--- config.mk ---
export PLATFORM = sky130hd
export DESIGN_NAME = alarm_reader
export DESIGN_NICKNAME = d
export VERILOG_FILES = /design/src/rtl/alarm_reader.sv
export SDC_FILE = /design/constraint.sdc
export NUM_CORES = 1
export LEC_CHECK = 0
export CORE_MARGIN = 1.5
export CORE_UTILIZATION = 36
export CTS_CLUSTER_SIZE = 28
export DETAILED_ROUTE_END_ITERATION = 6
export GPL_TIMING_DRIVEN = 1
export MAX_ROUTING_LAYER = met4
export PLACE_DENSITY = 0.85
export SLEW_MARGIN = 30
export SYNTH_ARGS = -nofsm -noshare
export SYNTH_HDL_FRONTEND = slang
export SYNTH_SLANG_ARGS = --single-unit
--- constraint.sdc ---
create_clock -name Clk -period 4.6 [get_ports Clk]
set_clock_uncertainty 0.05 [all_clocks]
set_input_delay 1.15 -clock Clk [delete_from_list [all_inputs] [get_ports Clk]]
set_output_delay 1.15 -clock Clk [all_outputs]
set_load 0.05 [all_outputs]
--- src/rtl/alarm_reader.sv ---
// alarm_reader
// Read side of the weekly alarm store. On every second tick it picks the
// alarm word for the current day, compares it against the time of day and
// starts the ringer on a match. It also handles the ring timeout and, when
// built with ALARM_SNOOZE_EN defined, the snooze sequencing.
//
// Build option:
//   ALARM_SNOOZE_EN  defined     -> snooze input, SNOOZE state and snooze
//                                   counter are present
//                    not defined -> snooze is ignored; snoozing and
//                                   snooze_cnt are tied to 0
//
// Ports:
//   Clk         system clock, rising edge
//   CLR         asynchronous active-low clear
//   Q_r0..Q_r6  alarm words Sunday..Saturday: [12] armed, [11] unused,
//               [10:6] hour, [5:0] minute
//   day         current day 0..6; 7 is invalid and never matches
//   cur_hour    current hour
//   cur_min     current minute
//   cur_sec     current second
//   sec_tick    one-cycle pulse per second; time inputs valid in that cycle
//   stop        level, ends a ring or a snooze
//   snooze      level, moves a ring into snooze
//   ring        buzzer drive, high exactly while ringing
//   snoozing    high exactly while snoozing
//   snooze_cnt  snoozes used in the current alarm event

module alarm_reader #(
    parameter int RING_SECS   = 60,
    parameter int SNOOZE_SECS = 300,
    parameter int MAX_SNOOZE  = 3
) (
    input  logic        Clk,
    input  logic        CLR,
    input  logic [12:0] Q_r0,
    input  logic [12:0] Q_r1,
    input  logic [12:0] Q_r2,
    input  logic [12:0] Q_r3,
    input  logic [12:0] Q_r4,
    input  logic [12:0] Q_r5,
    input  logic [12:0] Q_r6,
    input  logic [2:0]  day,
    input  logic [4:0]  cur_hour,
    input  logic [5:0]  cur_min,
    input  logic [5:0]  cur_sec,
    input  logic        sec_tick,
    input  logic        stop,
    input  logic        snooze,
    output logic        ring,
    output logic        snoozing,
    output logic [1:0]  snooze_cnt
);

    // The second counter holds the "seconds spent" in the current state;
    // terminal values are stored as count-1 so the compare uses the value
    // before the increment.
    localparam logic [9:0] RING_LAST = 10'(RING_SECS - 1);

    typedef enum logic [1:0] {
        IDLE,
        RINGING
`ifdef ALARM_SNOOZE_EN
        ,
        SNOOZE
`endif
    } state_t;

    state_t      state;
    logic [9:0]  sec_cnt;
    logic [12:0] sel_word;
    logic        match;
    logic        unused_bits;

    // Day selection; the invalid day 7 selects an all-zero word, which is
    // never armed and so can never match.
    always_comb begin
        sel_word = 13'd0;
        case (day)
            3'd0:    sel_word = Q_r0;
            3'd1:    sel_word = Q_r1;
            3'd2:    sel_word = Q_r2;
            3'd3:    sel_word = Q_r3;
            3'd4:    sel_word = Q_r4;
            3'd5:    sel_word = Q_r5;
            3'd6:    sel_word = Q_r6;
            default: sel_word = 13'd0;
        endcase
    end

    assign match = sel_word[12]
                && (sel_word[10:6] == cur_hour)
                && (sel_word[5:0]  == cur_min)
                && (cur_sec == 6'd0);

`ifdef ALARM_SNOOZE_EN
    localparam logic [9:0] SNOOZE_LAST = 10'(SNOOZE_SECS - 1);
    localparam logic [1:0] MAX_CNT     = 2'(MAX_SNOOZE);

    assign unused_bits = sel_word[11];
`else
    assign unused_bits = sel_word[11] ^ snooze
                       ^ (SNOOZE_SECS == 0) ^ (MAX_SNOOZE == 0);
    assign snoozing    = 1'b0;
    assign snooze_cnt  = 2'd0;
`endif

    // Main sequencer. ring and snoozing are registered alongside the state
    // so they are pure decodes of it. stop is tested first everywhere, so a
    // stop coinciding with snooze or a sec_tick always wins.
    always_ff @(posedge Clk or negedge CLR) begin
        if (!CLR) begin
            state      <= IDLE;
            sec_cnt    <= 10'd0;
            ring       <= 1'b0;
`ifdef ALARM_SNOOZE_EN
            snoozing   <= 1'b0;
            snooze_cnt <= 2'd0;
`endif
        end else begin
            case (state)
                IDLE: begin
                    if (sec_tick && match) begin
                        state      <= RINGING;
                        sec_cnt    <= 10'd0;
                        ring       <= 1'b1;
`ifdef ALARM_SNOOZE_EN
                        snooze_cnt <= 2'd0;
`endif
                    end
                end

                RINGING: begin
                    if (stop) begin
                        state      <= IDLE;
                        sec_cnt    <= 10'd0;
                        ring       <= 1'b0;
`ifdef ALARM_SNOOZE_EN
                        snooze_cnt <= 2'd0;
`endif
                    end
`ifdef ALARM_SNOOZE_EN
                    // Once the snooze allowance is used up a further snooze
                    // request ends the event like a stop.
                    else if (snooze) begin
                        sec_cnt <= 10'd0;
                        ring    <= 1'b0;
                        if (snooze_cnt < MAX_CNT) begin
                            state      <= SNOOZE;
                            snoozing   <= 1'b1;
                            snooze_cnt <= snooze_cnt + 2'd1;
                        end else begin
                            state      <= IDLE;
                            snooze_cnt <= 2'd0;
                        end
                    end
`endif
                    else if (sec_tick) begin
                        if (sec_cnt == RING_LAST) begin
                            state   <= IDLE;
                            sec_cnt <= 10'd0;
                            ring    <= 1'b0;
`ifdef ALARM_SNOOZE_EN
                            snooze_cnt <= 2'd0;
`endif
                        end else begin
                            sec_cnt <= sec_cnt + 10'd1;
                        end
                    end
                end

`ifdef ALARM_SNOOZE_EN
                SNOOZE: begin
                    if (stop) begin
                        state      <= IDLE;
                        sec_cnt    <= 10'd0;
                        snoozing   <= 1'b0;
                        snooze_cnt <= 2'd0;
                    end else if (sec_tick) begin
                        if (sec_cnt == SNOOZE_LAST) begin
                            state    <= RINGING;
                            sec_cnt  <= 10'd0;
                            ring     <= 1'b1;
                            snoozing <= 1'b0;
                        end else begin
                            sec_cnt <= sec_cnt + 10'd1;
                        end
                    end
                end
`endif

                default: begin
                    state   <= IDLE;
                    sec_cnt <= 10'd0;
                    ring    <= 1'b0;
`ifdef ALARM_SNOOZE_EN
                    snoozing   <= 1'b0;
                    snooze_cnt <= 2'd0;
`endif
                end
            endcase
        end
    end

endmodule

==> qor.csv <==
stage;metric;value;unit
place;gp_congestion;0.829;
global_routing;grt_usage;23.1;%
route;drc;0;
critical_path;crit_slowest_cell;clkdlybuf4s50_1;
cts;postCtsSetupRepairBufs;0;
sta;fin_ws;610;ps
sta;fin_setup_tns;0;ps
synth;avgSynthCellArea;8.08;um2
critical_path;reg2reg_depth;6;
floorplan;io_pins;120;
route;vias_per_cell;5.47;
finish;fin_util;66.1;%
cts;cts_root_buf;clkbuf_8;
synth;ys.warnings.count;0;
route;dr_total_vias;1865;
sta;tightest_slew;573;ps
finish;antenna_cells;0;
finish;area_growth;74.4;%
synth;synth_seq_cells;11;
min_path;hold_path.class;flip-flop to flip-flop;
sta;fin_crit;3990;ps
pwr;power.leakage;1.04;nW
finish;num-nets-final;409;
route;wirelength;4970;um
pwr;power;0.375;mW
synth;yosysTopAreaCell;dfrtp_1;
sta;hold_viol_final;0;
place;place_ws;358;ps
cts;htree_levels;1;
critical_path;end_kind;flip-flop;
global_routing;grt_pass1_vias;1819;
synth;synth_top_area_share;18.0;%
outcome;status;complete, no violations;
floorplan;die_area;0.00464;mm2
cts;cts_tree;done;
sta;maxSlewViolCount;0;
global_routing;grt_pass1_wl;8020;um
sta;setup_viol;0;
place;place_hpwl;4240;um
synth;ys_top_cells_by_area;dfrtp_1, mux2i_1, mux2_1;
floorplan;die_x;68.1;um
cts;clk_pin_slew_worst_paths;50;ps
synth;synth_edf_count;0;
route;ant_nets;0;
cts;cts_hold_buf;0;
route;wl_per_cell;14.6;um
finish;fillers;337;
sta;fmax;251;MHz
synth;yosysUniqueCellTypes;48;
synth;synth.yosys.seq_area_share;18.0;%
sta;fin_crit_sh;86.7;%
finish;fin_area;0.00266;mm2
place;portBuffers;108;
route;dr.pass1.iters;4;
pwr;peakVddDrop;0.0000795;V
critical_path;cp_cell_sequence;clkdlybuf4s50_1, buf_4, mux4_2, mux2i_1, xnor2_1, nor4_1, a31oi_1, or2_0, o41ai_2;
floorplan;core.rowCount;23;
cts;clock_latency;230;ps
synth;syn_inst;189;
floorplan;start_util;37.9;%
job;maxCapViolations;0;
place;placed_cell_area;0.00262;mm2
finish;drive_above_1_share;7.56;%
synth;yosys_most_used_dff;dfrtp_1;
floorplan;die_y;68.1;um
pwr;powerDensity;141;mW/mm2
sta;rsz0062_at_grt;false;
floorplan;coreArea;0.00403;mm2
cts;cts_buffers;3;
cts;cts_sinks;11;
critical_path;worstPathArrival;4070;ps
cts;cts.path.max_buffers;2;
critical_path;startpoint_type;input port;
global_routing;antenna_found_initial;0;
global_routing;grt_start_max_net_pins;28;
critical_path;critPathKind;input port to flip-flop;
critical_path;cp_max_fo;13;
critical_path;cpPeakStageDelay;620;ps
synth;syn_area;0.00153;mm2
critical_path;crit_required;4680;ps
sta;slew_headroom;61.8;%
min_path;hold_depth;1;
cts;cts_resized;0;
synth;synth-async-reset-ratio;100;%
global_routing;gr-total-overflow;0;
route;drt-initial-drc-count;127;
## cells by family after synthesis
logic type / Yosys count / synth area share (%)
and+or+nand+nor: 56 / 19.5
other: 1 / 0.246
muxes: 29 / 20.9
AOI/OAI and AO/OA: 57 / 26.1
xor gates and xnor gates: 11 / 6.31
adders and majority gates: 1 / 0.820
buffers and inverters: 23 / 8.03
DFF: 11 / 18.0
## area by class of cell
cell class                 instances  area [um2]  share of cell area (%)
clock buffer                       4        45.0                    1.69
timing repair buffer             115        1130                    42.4
inverter                           4        15.0                   0.564
multi-input combinational        157        1140                    42.7
sequential                        11         275                    10.3
tap                               50        62.6                    2.35
## worst max-delay path: cells and delay by family
| family | cells | cell delay [ps] |
|---|---|---|
| buf+inv | 2 | 870 |
| compound gates | 2 | 520 |
| xor+xnor | 1 | 90 |
| mux | 2 | 710 |
| simple gates | 2 | 720 |
## cells in the final DEF, fill, tap and decap left out, drive strengths merged, types with 2 or more instances in the layout
cell and count:
xnor2 4, a31oi 10, a21oi 4, clkdlybuf4s50 107, mux2i 15, nand2 15, mux2 13, nor3b 2
conb 3, and3 2, o41ai 2, o21ai 18, a22o 4, nor2 7, a221o 2, a22oi 2
xor2 7, clkbuf 4, nand3 10, buf 8, nand2b 3, a221oi 5, dfrtp 11, nor4 5
nor3 3, nor2b 3, o31ai 4, inv 4
## flip-flops by register name, indices dropped and copies added, names as in the netlist
name     count
sec_cnt     10
state        1
## through the flow
stage | instances | hold WS, ps
final | 341 | 464
after global routing | 341 | 468
after CTS | 341 | 464
after detailed placement | 337 | 456
after global placement | 337 | 443
after floorplan | 191 | 415
## Yosys cell counts, types with 2 or more instances
cell      instances
nand2b_1          3
o21ai_0          14
nor3_1            3
o21ai_1           4
a21oi_1           4
a221o_1           2
a22oi_1           2
nor4_1            4
mux2i_1          15
nand3_1          10
xor2_1            7
inv_1             4
and3_1            2
buf_2             5
a22o_1            4
mux2_2            6
buf_4             6
dfrtp_1          11
nand2_1          15
nor2_1            7
o31ai_1           4
nor2b_1           3
xnor2_1           4
mux2_1            7
nor3b_1           2
a221oi_1          4
a31oi_1          10
clkbuf_1          7
## power by group
part,internal [mW],switching (mW),leakage (nW),total (mW)
clock,0.0607,0.0343,0.0228,0.0950
sequential,0.0970,0.000000208,0.154,0.0970
combinational,0.119,0.0636,0.867,0.183
## worst paths after layout
| path | startpoint | slack, ps | endpoint |
|---|---|---|---|
| max | day[0] | 610 | sec_cnt[9] |
| min | sec_cnt[9] | 460 | sec_cnt[9] |
| max reg2reg | state[0] | 2350 | sec_cnt[9] |
| min reg2reg | sec_cnt[9] | 460 | sec_cnt[9] |
| max in group asynchronous | CLR | 2960 | sec_cnt[2] |
| min in group asynchronous | CLR | 1200 | state[0] |
## per-layer routing
metal,share of wire [%],GRT usage (%)
met5,0,-
met1,40,26.4
met4,1.3,4.75
met3,6.2,3.95
met2,52,42.2
No activity file was read; power rests on OpenSTA's default activity.
